[src/rtl/led_blink_sched_if.sv]
// Request/grant and LED-drive bundle shared by the two pattern sources and the
// LED bank scheduler.
interface led_blink_sched_if;
  logic [1:0] req;
  logic [7:0] pat0;
  logic [7:0] pat1;
  logic [2:0] cnt0;
  logic [2:0] cnt1;
  logic [1:0] gnt;
  logic       busy;
  logic       done;
  logic [7:0] leds;

  modport master (
    output req, pat0, pat1, cnt0, cnt1,
    input  gnt, busy, done, leds
  );

  modport slave (
    input  req, pat0, pat1, cnt0, cnt1,
    output gnt, busy, done, leds
  );
endinterface

[src/rtl/led_blink_sched.sv]
// Two-requester LED bank scheduler: grants one job, blinks its pattern n times, pulses done.
// Define LED_SCHED_RR_EN for round-robin tie-break; otherwise requester 0 has fixed priority.
module led_blink_sched #(
  parameter int unsigned CLK_FREQ = 25_000_000,
  parameter int unsigned BLINK_HZ = 2
) (
  input  logic              clk,
  input  logic              rst_n,
  led_blink_sched_if.slave  bus
);

  localparam int unsigned H      = CLK_FREQ / (2 * BLINK_HZ);
  localparam logic [31:0] H_LAST = 32'(H - 1);

  typedef enum logic [1:0] {IDLE, ON, OFF} state_t;

  state_t      state_q, state_d;
  logic [31:0] tmr_q, tmr_d;
  logic [3:0]  blk_q, blk_d;
  logic [3:0]  num_q, num_d;
  logic [7:0]  pat_q, pat_d;
  logic [7:0]  leds_q, leds_d;
  logic [1:0]  gnt_q, gnt_d;
  logic        busy_q, busy_d;
  logic        done_q, done_d;
  logic        win;
  logic [2:0]  cnt_sel;
  logic        tmr_end;

`ifdef LED_SCHED_RR_EN
  logic last_q, last_d;
`endif

  // Winner index: requester 1 only when it asks alone, unless round-robin flips a tie.
  always_comb begin
    win = bus.req[1] & ~bus.req[0];
`ifdef LED_SCHED_RR_EN
    if (bus.req == 2'b11) win = ~last_q;
`endif
  end

  assign cnt_sel = win ? bus.cnt1 : bus.cnt0;
  assign tmr_end = (tmr_q == H_LAST);

  always_comb begin
    state_d = state_q;
    tmr_d   = tmr_q;
    blk_d   = blk_q;
    num_d   = num_q;
    pat_d   = pat_q;
    leds_d  = leds_q;
    gnt_d   = 2'b00;
    busy_d  = busy_q;
    done_d  = 1'b0;
`ifdef LED_SCHED_RR_EN
    last_d  = last_q;
`endif
    case (state_q)
      IDLE: begin
        if (bus.req != 2'b00) begin
          gnt_d   = win ? 2'b10 : 2'b01;
          pat_d   = win ? bus.pat1 : bus.pat0;
          num_d   = (cnt_sel == 3'd0) ? 4'd8 : {1'b0, cnt_sel};
          blk_d   = 4'd0;
          tmr_d   = 32'd0;
          leds_d  = pat_d;
          busy_d  = 1'b1;
          state_d = ON;
`ifdef LED_SCHED_RR_EN
          last_d  = win;
`endif
        end
      end
      ON: begin
        if (tmr_end) begin
          tmr_d   = 32'd0;
          leds_d  = 8'h00;
          state_d = OFF;
        end else begin
          tmr_d = tmr_q + 32'd1;
        end
      end
      OFF: begin
        if (tmr_end) begin
          tmr_d = 32'd0;
          if (blk_q + 4'd1 == num_q) begin
            busy_d  = 1'b0;
            done_d  = 1'b1;
            state_d = IDLE;
          end else begin
            blk_d   = blk_q + 4'd1;
            leds_d  = pat_q;
            state_d = ON;
          end
        end else begin
          tmr_d = tmr_q + 32'd1;
        end
      end
      default: state_d = IDLE;
    endcase
  end

  // Control and output registers; reset aborts any running job.
  always_ff @(posedge clk) begin
    if (!rst_n) begin
      state_q <= IDLE;
      tmr_q   <= 32'd0;
      blk_q   <= 4'd0;
      leds_q  <= 8'h00;
      gnt_q   <= 2'b00;
      busy_q  <= 1'b0;
      done_q  <= 1'b0;
`ifdef LED_SCHED_RR_EN
      last_q  <= 1'b1;
`endif
    end else begin
      state_q <= state_d;
      tmr_q   <= tmr_d;
      blk_q   <= blk_d;
      leds_q  <= leds_d;
      gnt_q   <= gnt_d;
      busy_q  <= busy_d;
      done_q  <= done_d;
`ifdef LED_SCHED_RR_EN
      last_q  <= last_d;
`endif
    end
  end

  // Latched job data, only meaningful while busy.
  always_ff @(posedge clk) begin
    pat_q <= pat_d;
    num_q <= num_d;
  end

  assign bus.gnt  = gnt_q;
  assign bus.busy = busy_q;
  assign bus.done = done_q;
  assign bus.leds = leds_q;

endmodule

[src/flat_wrapper.sv]
// flat-port wrapper written by rule: the top's interface ports become plain ports
module led_blink_sched_flat 
#(
  parameter int unsigned CLK_FREQ = 25_000_000,
  parameter int unsigned BLINK_HZ = 2
)
  (clk, rst_n, bus_req, bus_pat0, bus_pat1, bus_cnt0, bus_cnt1, bus_gnt, bus_busy, bus_done, bus_leds);
  led_blink_sched_if bus_i ();
  input  logic clk;
  input  logic rst_n;
  input wire logic [$bits(bus_i.req)-1:0] bus_req;
  input wire logic [$bits(bus_i.pat0)-1:0] bus_pat0;
  input wire logic [$bits(bus_i.pat1)-1:0] bus_pat1;
  input wire logic [$bits(bus_i.cnt0)-1:0] bus_cnt0;
  input wire logic [$bits(bus_i.cnt1)-1:0] bus_cnt1;
  output wire logic [$bits(bus_i.gnt)-1:0] bus_gnt;
  output wire logic [$bits(bus_i.busy)-1:0] bus_busy;
  output wire logic [$bits(bus_i.done)-1:0] bus_done;
  output wire logic [$bits(bus_i.leds)-1:0] bus_leds;
  assign bus_i.req = bus_req;
  assign bus_i.pat0 = bus_pat0;
  assign bus_i.pat1 = bus_pat1;
  assign bus_i.cnt0 = bus_cnt0;
  assign bus_i.cnt1 = bus_cnt1;
  assign bus_gnt = bus_i.gnt;
  assign bus_busy = bus_i.busy;
  assign bus_done = bus_i.done;
  assign bus_leds = bus_i.leds;
  led_blink_sched #(.CLK_FREQ(CLK_FREQ), .BLINK_HZ(BLINK_HZ)) u_core (.clk(clk), .rst_n(rst_n), .bus(bus_i));
endmodule
[config.mk]
export PLATFORM = sky130hd
export DESIGN_NAME = led_blink_sched_flat
export DESIGN_NICKNAME = d
export VERILOG_FILES = /design/src/rtl/led_blink_sched_if.sv /design/src/rtl/led_blink_sched.sv /design/src/flat_wrapper.sv
export SDC_FILE = /design/constraint.sdc
export NUM_CORES = 1
export LEC_CHECK = 0
export ABC_AREA = 1
export CAP_MARGIN = 20
export CORE_MARGIN = 5
export CORE_UTILIZATION = 35
export CTS_BUF_LIST = sky130_fd_sc_hd__clkbuf_4 sky130_fd_sc_hd__clkbuf_8
export CTS_CLUSTER_SIZE = 24
export DETAILED_ROUTE_END_ITERATION = 12
export PLACE_DENSITY = 0.6
export REMOVE_ABC_BUFFERS = 1
export SYNTH_ARGS = -nofsm -noshare
export SYNTH_HDL_FRONTEND = slang
export SYNTH_SLANG_ARGS = --single-unit
[constraint.sdc]
create_clock -name clk -period 2.8 [get_ports clk]
set_input_delay 0.28 -clock clk [delete_from_list [all_inputs] [get_ports clk]]
set_output_delay 0.28 -clock clk [all_outputs]
set_load 0.01 [all_outputs]
Word-level counts from Yosys, hierarchy flattened
Index checks and enable logic that the tools add are counted.
{"block": "classes", "addsub": 2, "mul": 0, "n_div": 0, "magnitude_cmp": 0, "eq_ne": 9, "n_shift": 0, "n_mux": 26, "bitwise_logic": 2, "reduce_logical": 15}
{"operator": "2-to-1 mux 32 bit", "n": 2}
{"operator": "case mux 32 bit (2 select lines)", "n": 1}
{"operator": "2-to-1 mux 8 bit", "n": 5}
{"operator": "adder 32 x 1 -> 32 bit (second input constant)", "n": 1}
{"operator": "== test 32 x 23 -> 1 bit (second input constant)", "n": 1}
{"operator": "case mux 8 bit (3 select lines)", "n": 1}
{"operator": "2-to-1 mux 4 bit", "n": 4}
{"operator": "AND reduction 3 bit", "n": 3}
{"operator": "2-to-1 mux 2 bit", "n": 4}
{"operator": "!= test 2 x 1 -> 1 bit (second input constant)", "n": 4}
{"operator": "case mux 4 bit (2 select lines)", "n": 1}
{"operator": "AND reduction 4 bit", "n": 2}
{"operator": "case mux 2 bit (3 select lines)", "n": 1}
{"operator": "nonzero test 2 bit", "n": 3}
{"operator": "2-to-1 mux 1 bit", "n": 5}
{"operator": "AND reduction 5 bit", "n": 1}
{"operator": "adder 4 x 1 -> 4 bit (second input constant)", "n": 1}
{"operator": "== test 4 bit", "n": 1}
{"operator": "AND reduction 2 bit", "n": 2}
{"operator": "zero test 3 bit", "n": 1}
{"operator": "2-to-1 mux 3 bit", "n": 1}
{"operator": "nonzero test 3 bit", "n": 1}
{"operator": "== test 2 x 1 -> 1 bit (second input constant)", "n": 1}
{"operator": "== test 2 bit (second input constant)", "n": 1}
{"operator": "other kinds (6)", "n": 6}
{"block": "word_totals", "register_bits": 62, "latchBits": 0, "ram_bits": 0, "mem_bits_ro": 0, "in_bits": 26, "out_inout_bits": 12, "wordCells": 64, "n_memories": 0}

Longest topological paths before layout
Gate-level depths: netlist of the first run.
{"block": "logic_depth", "ltp_word": 5, "depth_mapped": 12, "ltp_nobuf": 12}

Worst setup path before layout of the first run
Ideal clock, no wire load.
{"block": "synth_path", "kind": "reg-to-reg", "start": "reg u_core.state_q[0]", "end": "reg u_core.blk_q[0]", "setup_ps": 117, "t_arrival_ps": 1948, "t_required_ps": 2683, "setup_slack_ps": 735, "path_stages_with_launch": 10, "path_buffers": 0, "period_less_slack_ps": 2065, "cell_sequence": "dfxtp_1 > inv_1 > ha_1 > inv_2 > nor2_1 > inv_1 > o21ai_0 > nand3_1 > o21ai_0 > nor2_1"}
{"block": "synth_via", "elab_chain_len": 3, "word_cells_on_any_way": 8, "classes_between": "4 x eq/ne; 1 x mux; 3 x reduce/logical"}
{"element": "start, declared", "line_no": "led_blink_sched.sv:17", "text": "state_t state_q, state_d;"}
{"element": "start signal, assigned", "line_no": "led_blink_sched.sv:117", "text": "state_q <= state_d;"}
{"element": "== test 2 bit or zero test 2 bit (tied branches)", "line_no": "led_blink_sched.sv:58", "text": "case (state_q)"}
{"element": "!= test 2 bit (no source line) (tied with other cells)"}
{"element": "AND reduction 4 bit (no source line)"}
{"element": "end signal, assigned", "line_no": "led_blink_sched.sv:119", "text": "blk_q <= blk_d;"}
{"element": "end, declared", "line_no": "led_blink_sched.sv:19", "text": "logic [3:0] blk_q, blk_d;"}
Several ways; a longest one is shown, not always the timed one.
A chain may end at the register's enable or synchronous reset.

Worst setup path after layout of the first run
{"block": "layout_path", "start": "reg u_core.state_q[1]", "end": "reg u_core.tmr_q[31]"}
{"block": "layout_via", "elab_chain_len": 4, "word_cells_on_any_way": 8, "classes_between": "3 x eq/ne; 1 x mux; 4 x reduce/logical"}
{"element": "== test 2 x 1 -> 1 bit or == test 2 bit (tied branches)", "line_no": "led_blink_sched.sv:58"}
{"element": "OR reduction 2 bit (no source line)"}
{"element": "nonzero test 2 bit (no source line)"}
{"element": "AND reduction 2 bit (no source line)"}
{"element": "end signal, assigned", "line_no": "led_blink_sched.sv:118", "text": "tmr_q <= tmr_d;"}
{"element": "end, declared", "line_no": "led_blink_sched.sv:18", "text": "logic [31:0] tmr_q, tmr_d;"}
Several ways; a longest one is shown, not always the timed one.

==> results.yml, run 1 <==
drt:
  wl_um: 8490
  drc_errors: 0
  wl_per_cell_um: 12.4
  vias: 3273
  route.met3.wl_um: 354
  highest_layer: "met4"
  firstDrtPassIters: 5
  wl_met1_um: 3960
  dr_wl_met2_um: 4060
  drtAntennaViolNets: 0
  vias_per_cell: 4.78
  drt-initial-drc-count: 129
placed_design:
  place_congestion: 0.871
  hpwlAfterDp_um: 6720
  port_buffers: 37
  post-place-ws_ns: 0.643
setup_path:
  cp_max_fo: 19
  start_kind: "flip-flop"
  reg2regPathDepth: 12
  crit_chain: "inv_1 > ha_1 > inv_2 > nor2_4 > nor2_8 > nand3_1 > nor2_2 > nand3_2 > nor2_2 > nand2_1 > nand2_1 > nor2_1"
  critPathMaxStageDelay_ns: 0.40
  cp_slowest_cell: "dfxtp_1"
  cp-end-kind: "flip-flop"
  arrival_ns: 2.29
  r2r_end: "u_core.tmr_q[31]"
  crit_type: "flip-flop to flip-flop"
  cp.required_ns: 3.03
  reg2reg_slack_ns: 0.74
  r2r_start: "u_core.state_q[1]"
flow_run:
  maxCapViolCount: 0
grt:
  overflow: 0
  track_usage_pct: 14.4
  grt_max_degree: 21
  grt_first_pass_wirelength_um: 14900
  antenna_found_initial: 0
  grt_pass1_vias: 3313
clocking:
  hold_buffers: 0
  cts_root_buffer: "clkbuf_8"
  cts.sinks: 62
  cts_max_path_buffers: 2
  post_cts_buffers: 0
  cts_buffers: 9
  cts_resized: 0
  cts_tree: "built"
  clkLatencyLatePin_ns: 0.34
  cts.clk_slew.worst_paths_ns: 0.07
  htree_levels: 3
floorplanning:
  rows: 36
  fp.dieH_um: 111
  core_region_area_um2: 9820
  die_w_um: 111
  io_pins: 38
  start_util_pct: 36.2
  die_area_um2: 12300
synthesis:
  yosysTopAreaCell: "dfxtp_1"
  ys_top_cells_by_area: "dfxtp_1, nand2_1, edfxtp_1"
  ys_warn_count: 0
  avgSynthCellArea_um2: 7.02
  yosys.area_share.simple_pct: 40.4
  synth_top_area_share_pct: 28.2
  synthCells: 506
  netlist_area_um2: 3550
  synth_compound_area_share_pct: 8.21
  yosys-top-cells-count: "nand2_1, nor2_1, inv_1"
  async_reset_ff_share_pct: 0
  synth_top_family_by_area: "simple AND/OR/NAND/NOR gates"
  muxShareOfSynthArea_pct: 0
  synth_edf_count: 12
  yosysMostFrequentCell: "nand2_1"
  synthXorXnorAreaFrac_pct: 2.96
  synthDistinctLibCells: 40
  ys.flop_type: "dfxtp_1"
  yosys.area_share.adder_pct: 2.11
  yosysSeqAreaShare_pct: 38.3
  ys_ff_latch: 62
outcome:
  status: "complete, no violations"
sta:
  relSlewSlack_pct: 70.4
  period_share_pct: 73.6
  tightestPinTransition_ns: 0.443
  rsz0062_at_grt: "no"
  fin_crit_ns: 2.06
  finalClockSkew_ns: 0.0117
  finalHoldViolCount: 0
  final-setup-viol-count: 0
  fmax_ghz: 0.486
  slew_violations: 0
  fin_ws_ns: 0.740
  finalSetupTns_ns: 0
final_layout:
  num-nets-final: 579
  drive_gt1_share_pct: 9.42
  areaGrowthSynthToFinish_pct: 20.2
  antennaDiodeCount: 0
  fillCellCount: 1064
hold_path:
  min_to: "u_core.bus.busy"
  min_path_cells: 2
  holdCritStartpoint: "u_core.bus.busy"
  hp-class: "flip-flop to flip-flop"
power:
  power.leakage_nw: 1.61
  p_seq_share_pct: 38.0
  power.density_nw_per_um2: 699
  switchingPower_mw: 1.01
  p_int_mw: 1.97
  peakVddDrop_uv: 302
  power_frac_clock_pct: 29.7
  p_comb_share_pct: 32.4
  switching_share_pct: 33.9
[sequential cells by signal, summed over array words and instances, names as in the netlist]
| signal | cells |
|---|---|
| u_core.tmr_q | 32 |
| u_core.bus.leds | 8 |
| u_core.pat_q | 8 |
| u_core.blk_q | 4 |
| u_core.num_q | 4 |
| u_core.bus.gnt | 2 |
| u_core.state_q | 2 |
| u_core.bus.busy | 1 |
| u_core.bus.done | 1 |
[cell type report]
type                       count  area, um^2  area share, %
inverter                      59         221           5.19
timing repair buffer          40         393           9.21
tap                          133         166           3.90
clock buffer                  12         146           3.43
clock inverter                 4        72.6           1.70
sequential                    62        1360           31.9
multi-input combinational    375        1910           44.7
[through the flow]
| step | area (um^2) | hold slack (ns) | utilization, % | power, mW | instances |
|---|---|---|---|---|---|
| floorplan | 3490 | 0.397 | - | 1.80 | 496 |
| global placement | 4050 | 0.470 | 41.2 | 2.11 | 669 |
| detailed placement | 4050 | 0.480 | 41.2 | 2.13 | 669 |
| CTS | 4270 | 0.492 | 43.5 | 3.02 | 685 |
| global route | 4270 | 0.517 | 43.5 | 3.20 | 685 |
| finish | 4270 | 0.483 | 43.5 | 2.98 | 685 |
[worst max-delay path by stage]
stage,start,end,slack [ns]
floorplan,u_core.state_q[0],u_core.blk_q[0],0.72
detailed placement,bus_req[1],u_core.tmr_q[31],0.64
global route,u_core.state_q[1],u_core.tmr_q[31],0.53
CTS,u_core.state_q[1],u_core.tmr_q[31],0.72
finish,u_core.state_q[1],u_core.tmr_q[31],0.74
global placement,bus_req[1],u_core.tmr_q[31],0.67
[worst max-delay path: cells and delay by family (launching register included)]
family                     cells  cell delay (ns)
buffers and inverters          2             0.18
DFF                            1             0.40
and+or+nand+nor                9             1.15
adders and majority gates      1             0.23
[logic make-up (layout without fill, tap and decap cells)]
group	count (synthesis)	after routing
AND/OR/NAND/NOR	315	315
buffers and inverters	69	115
flip-flops	62	62
AO/OA/AOI/OAI	42	42
XOR/XNOR	12	12
adder cells (fa/ha/maj)	6	6
[routing by layer]
layer | track usage, % | vias to the layer above
met4 | 3.37 | 0
met5 | 0 | -
met1 | 18.0 | 1494
li1 | - | 1704
met2 | 24.6 | 66
met3 | 4.15 | 9
[placed cells by master (no fill, tap or decap), types with 9 or more instances in the layout]
cell             count
nor2_1              89
nand2_1            135
o21ai_0              9
nand3_1             26
xor2_1              10
clkbuf_8             9
edfxtp_1            12
nor3_1              24
inv_1               55
a21oi_1             14
clkdlybuf4s50_1     37
dfxtp_1             50
nand4_1             17
[power groups by stage]
stage	Clock, mW	Sequential, mW	Combinational [mW]
after floorplan	0	1.16	0.637
after global placement	0	1.15	0.963
after detailed placement	0	1.15	0.974
after CTS	0.909	1.13	0.978
after global routing	0.953	1.15	1.09
final	0.885	1.13	0.966
Note: power is estimated with default switching activity, not from simulation.
==> run 2, diff against run 1 <==
--- a/config.mk
+++ b/config.mk
@@ -12,7 +12,7 @@
 export CTS_BUF_LIST = sky130_fd_sc_hd__clkbuf_4 sky130_fd_sc_hd__clkbuf_8
 export CTS_CLUSTER_SIZE = 24
 export DETAILED_ROUTE_END_ITERATION = 12
-export PLACE_DENSITY = 0.6
+export PLACE_DENSITY = 0.62
 export REMOVE_ABC_BUFFERS = 1
 export SYNTH_ARGS = -nofsm -noshare
 export SYNTH_HDL_FRONTEND = slang
==> constraint.sdc (replaced) <==
create_clock -name clk -period 1.7 [get_ports clk]
set_input_delay 0.17 -clock clk [delete_from_list [all_inputs] [get_ports clk]]
set_output_delay 0.17 -clock clk [all_outputs]
set_load 0.01 [all_outputs]
==> run 2 against run 1 <==
Sequential power rose by 66%. Register-to-register slack got worse by 0.68 ns. Critical path depth fell by 1. Sequential cell count did not move. Worst setup slack got worse by 0.68 ns. Highest routed layer unchanged.
==> results.yml, run 2 (synthesis gave the netlist of run 1 again) <==
placed_design:
  hpwlAfterDp_um: 6920
  post-place-ws_ns: -0.154
  port_buffers: 37
  dp_cells: 714
  place_congestion: 0.879
clocking:
  clkLatencyLatePin_ns: 0.36
  cts_buffers: 9
  cts_max_path_buffers: 2
  cts.clk_slew.worst_paths_ns: 0.07
  hold_buffers: 0
  htree_levels: 3
  cts_root_buffer: "clkbuf_8"
  cts_tree: "built"
  cts.sinks: 62
sta:
  slew_violations: 0
  holdWs_ns: 0.475
  period_share_pct: 96.3
  final-setup-viol-count: 0
  rsz0062_at_grt: "yes"
  finalHoldViolCount: 0
  relSlewSlack_pct: 76.2
  fmax_ghz: 0.611
  fin_crit_ns: 1.64
  finalClockSkew_ns: 0.0136
  tightestPinTransition_ns: 0.354
  fin_ws_ns: 0.0625
setup_path:
  cp_common_cell: "inv_2"
  r2r_start: "u_core.state_q[1]"
  crit_type: "flip-flop to flip-flop"
  cp-end-kind: "flip-flop"
  cp.required_ns: 1.94
  cp.buffers_inverters: 4
  critPathMaxStageDelay_ns: 0.38
  critPathTopFamily: "simple AND/OR/NAND/NOR gates"
  start_kind: "flip-flop"
  arrival_ns: 1.88
  crit_chain: "inv_2 > ha_2 > inv_2 > nor2_4 > nor2_8 > buf_6 > nand2_2 > nor2_4 > inv_2 > nor3_2 > nor3_2"
  timing.critical_path.from: "u_core.state_q[1]"
  cp_slowest_cell: "dfxtp_4"
  reg2regPathDepth: 11
  worst-path-stages: 11
  cp_max_fo: 5
grt:
  antenna_found_initial: 0
  overflow: 0
  grt_first_pass_wirelength_um: 15100
  track_usage_pct: 14.8
  grt_pass1_vias: 3393
  grt_max_degree: 21
drt:
  drt-initial-drc-count: 134
  drtAntennaViolNets: 0
  wl_um: 9060
  drc_errors: 0
  wl_per_cell_um: 12.3
  vias_per_cell: 4.73
  firstDrtPassIters: 6
  vias: 3494
final_layout:
  num-nets-final: 633
  fin_cells: 739
  final_common_cell: "nand2_1"
  antennaDiodeCount: 0
  layout_common_cells: "nand2_1, nor2_1, buf_4, inv_1, clkdlybuf4s50_1"
  postLayoutCoreUtil_pct: 49.9
  regMostFlops: "u_core.tmr_q"
  areaGrowthSynthToFinish_pct: 37.9
  drive_gt1_share_pct: 25.6
  largest_reg_flops: 32
power:
  peakVddDrop_uv: 548
  power.leakage_nw: 1.91
  power_mw: 5.57
  power.density_nw_per_um2: 1140
floorplanning:
  io_pins: 38
  rows: 36
  start_util_pct: 36.2
  die_area_um2: 12300
  fp.dieH_um: 111
  core_region_area_um2: 9820
  die_w_um: 111
flow_run:
  maxCapViolCount: 0
hold_path:
  hp-class: "flip-flop to flip-flop"
  min_path_cells: 2
  holdCritStartpoint: "u_core.bus.leds[6]"
outcome:
  status: "complete, no violations"
run 2: changes by cell type in the layout (fill, tap and decap cells not counted), moves of 7 or more:
| cell | change |
|---|---|
| buf_4 | +48 |
| nor2_1 | -8 |
| nand2_2 | +7 |
| inv_1 | -7 |
| nand2_1 | -7 |
| dfxtp_1 | -14 |
| dfxtp_2 | +13 |
run 2: path summary, 6_finish.rpt:
kind                              to  slack [ns]
hold reg to reg   u_core.bus.leds[6]        0.47
setup / recovery    u_core.tmr_q[12]        0.06
setup reg to reg    u_core.tmr_q[12]        0.06
hold / removal    u_core.bus.leds[6]        0.47
run 2: tightest hold or removal path, cell delays in order (launching register included):
cell	delay, ns
dfxtp_1	0.33
nor2_1	0.05
nor2_1	0.07
run 2: metrics by stage:
step	TNS [ns]	cell area [um^2]
after global routing	-0.307	4900
after floorplan	-3.62	3490
after global placement	-0.260	4400
final	0	4900
after CTS	0	4680
after detailed placement	-0.522	4400
run 2: cell type report:
class | instances | area [um^2]
sequential | 62 | 1380
timing repair buffer | 94 | 833
tap | 133 | 166
clock buffer | 10 | 131
fill | 984 | 4920
clock inverter | 6 | 110
multi-input combinational | 375 | 2050
inverter | 59 | 224
run 2: routing by layer:
layer | GRT usage, % | vias to the layer above | part of all wire, %
met5 | 0 | - | 0
met4 | 4.60 | 0 | 1.8
met1 | 16.7 | 1571 | 41
met3 | 4.37 | 18 | 5.4
li1 | - | 1818 | -
met2 | 26.6 | 87 | 51
run 2: where the power goes:
part	internal, mW	switching [mW]	leakage (nW)
sequential	1.76	0.120	0.531
combinational	0.962	1.12	1.26
clock	0.988	0.612	0.118
total	3.71	1.85	1.91
run 2: what timing repair did:
| action | 4_1_cts | 5_1_grt |
|---|---|---|
| setup endpoints to repair | 21 | 39 |
| hold endpoints to repair | 0 | 0 |
| resized for setup | 11 | 56 |
| setup buffers | 2 | 7 |
| pin swaps | 5 | 29 |
==> run 3, diff against run 2 <==
--- a/config.mk
+++ b/config.mk
@@ -6,7 +6,7 @@
 export NUM_CORES = 1
 export LEC_CHECK = 0
 export ABC_AREA = 1
-export CAP_MARGIN = 20
+export CORE_ASPECT_RATIO = 1.1
 export CORE_MARGIN = 5
 export CORE_UTILIZATION = 35
 export CTS_BUF_LIST = sky130_fd_sc_hd__clkbuf_4 sky130_fd_sc_hd__clkbuf_8
==> run 3 against run 2 <==
Sequential share of layout area increased by 0.092 points. Die area about the same. Utilization decreased by 0.29 points. Total power decreased by 2.7%. Final area increased by 0.13%. Via count increased by 2.8%. Global-route usage increased by 0.90 points. Worst setup slack improved by 0.0089 ns. Critical path type unchanged. Highest routed layer unchanged.
==> results.yml, run 3 (synthesis gave the netlist of run 1 again) <==
drt:
  drtAntennaViolNets: 0
  firstDrtPassIters: 5
  drc_errors: 0
  wl_per_cell_um: 13.0
  vias: 3593
  drt-initial-drc-count: 136
  wl_um: 9470
  vias_per_cell: 4.94
clocking:
  cts_root_buffer: "clkbuf_8"
  cts.clk_slew.worst_paths_ns: 0.08
  clkLatencyLatePin_ns: 0.36
  cts_buffers: 9
  cts_max_path_buffers: 2
  cts.sinks: 62
  htree_levels: 3
  cts_tree: "built"
floorplanning:
  rows: 38
  core_region_area_um2: 9890
  start_util_pct: 35.9
  io_pins: 38
  die_w_um: 106
  die_area_um2: 12300
  fp.dieH_um: 116
placed_design:
  dpl_cell_area_um2: 4400
  port_buffers: 37
  place_congestion: 0.877
  hpwlAfterDp_um: 6930
  post-place-ws_ns: -0.187
sta:
  finalClockSkew_ns: 0.0135
  fmax_ghz: 0.614
  finalSetupTns_ns: 0
  finalHoldViolCount: 0
  rsz0062_at_grt: "yes"
  tightestPinTransition_ns: 0.332
  final-setup-viol-count: 0
  slew_violations: 0
  fin_ws_ns: 0.0713
  holdWs_ns: 0.482
  period_share_pct: 95.8
  relSlewSlack_pct: 77.6
  fin_crit_ns: 1.63
final_layout:
  drive_gt1_share_pct: 26.9
  stdcell_area_um2: 4900
  final_common_cell: "nand2_1"
  largest_reg_flops: 32
  seq_area_um2: 1390
  regMostFlops: "u_core.tmr_q"
  fillCellCount: 976
  antennaDiodeCount: 0
  multi_input_area_um2: 2100
  postLayoutCoreUtil_pct: 49.6
  areaGrowthSynthToFinish_pct: 38.1
  layout_common_cells: "nand2_1, nor2_1, buf_4, inv_1, clkdlybuf4s50_1"
  num-nets-final: 634
outcome:
  status: "complete, no violations"
grt:
  antenna_found_initial: 0
  overflow: 0
  grt.busiest_layer: "met2"
  grt_first_pass_wirelength_um: 15500
  use_met2_pct: 29.0
  track_usage_pct: 15.7
  grt_pass1_vias: 3547
  use_met3_pct: 3.40
  grt_max_degree: 21
  groute.layer.met1.usage_pct: 17.3
setup_path:
  cp-end-kind: "flip-flop"
  cp.buffers_inverters: 2
  arrival_ns: 1.92
  critPathMaxStageDelay_ns: 0.34
  cp_slowest_cell: "dfxtp_2"
  cp.required_ns: 1.99
  critPathTopFamily: "simple AND/OR/NAND/NOR gates"
  cp_max_fo: 5
  start_kind: "flip-flop"
  crit_type: "flip-flop to flip-flop"
  crit_chain: "ha_4 > nand2_4 > nor2_4 > nand2_2 > nor2_4 > nand2_4 > nand2_2 > buf_4 > a21oi_4 > buf_4 > nand2_1 > nor2_1"
hold_path:
  hp-class: "input port to flip-flop"
power:
  p_seq_share_pct: 34.7
  p_int_mw: 3.54
  power_frac_clock_pct: 26.6
  switching_share_pct: 34.6
  power.density_nw_per_um2: 1100
  p_comb_share_pct: 38.7
  peakVddDrop_uv: 493
  power.leakage_nw: 1.92
  switchingPower_mw: 1.87
flow_run:
  maxCapViolCount: 0
run 3: changes by cell type in the layout (fill, tap and decap cells not counted), moves of 2 or more:
cell      change
dfxtp_1       -5
nand2_2       +3
dfxtp_2       +5
clkinv_1      +2
nand2_1       -4
run 3: routing by layer:
| layer | up-vias | wire length [um] |
|---|---|---|
| met1 | 1630 | 3810 |
| met5 | - | 0 |
| met3 | 21 | 533 |
| met4 | 0 | 201 |
| met2 | 113 | 4920 |
| li1 | 1829 | - |
run 3: power by group through the flow:
stage	Combinational [mW]	Sequential, mW	Clock [mW]
2_1_floorplan	1.05	1.92	0
3_3_place_gp	1.87	1.88	0
3_5_place_dp	1.90	1.89	0
4_1_cts	1.99	1.87	1.46
5_1_grt	2.32	1.90	1.52
6_report	2.10	1.88	1.44
run 3: path summary, 6_finish.rpt:
path,startpoint,end,slack (ns),cells past startpoint
worst max-delay path,u_core.tmr_q[0],u_core.tmr_q[20],0.07,12
worst min-delay path,bus_cnt1[1],u_core.num_q[1],0.48,3
worst max register to register,u_core.tmr_q[0],u_core.tmr_q[20],0.07,12
worst min register to register,u_core.bus.leds[4],u_core.bus.leds[4],0.49,2
run 3: layout make-up:
cell class | instances | share of cell area [%]
clock buffer | 10 | 2.68
sequential | 62 | 28.3
tap | 120 | 3.06
inverter | 59 | 4.52
clock inverter | 6 | 1.56
timing repair buffer | 94 | 17.1
multi-input combinational | 376 | 42.8
run 3: metrics by stage:
step                power (mW)  instances
detailed placement        3.79        702
global placement          3.75        702
CTS                       5.31        721
global route              5.75        727
floorplan                 2.97        496
finish                    5.41        727
run 3: repair_timing:
item / CTS / global route
setup endpoints to repair: 23 / 44
resized for setup: 13 / 64
endpoints found under the hold margin: 0 / 0
hold buffers: 0 / 0
cloned: 1 / 0
setup buffers: 2 / 6
pin swaps: 7 / 24
run 3: tightest hold or removal path, delay by kind of cell:
kind | cells | cell delay [ns]
buffers and inverters | 1 | 0.45
AND/OR/NAND/NOR | 2 | 0.12
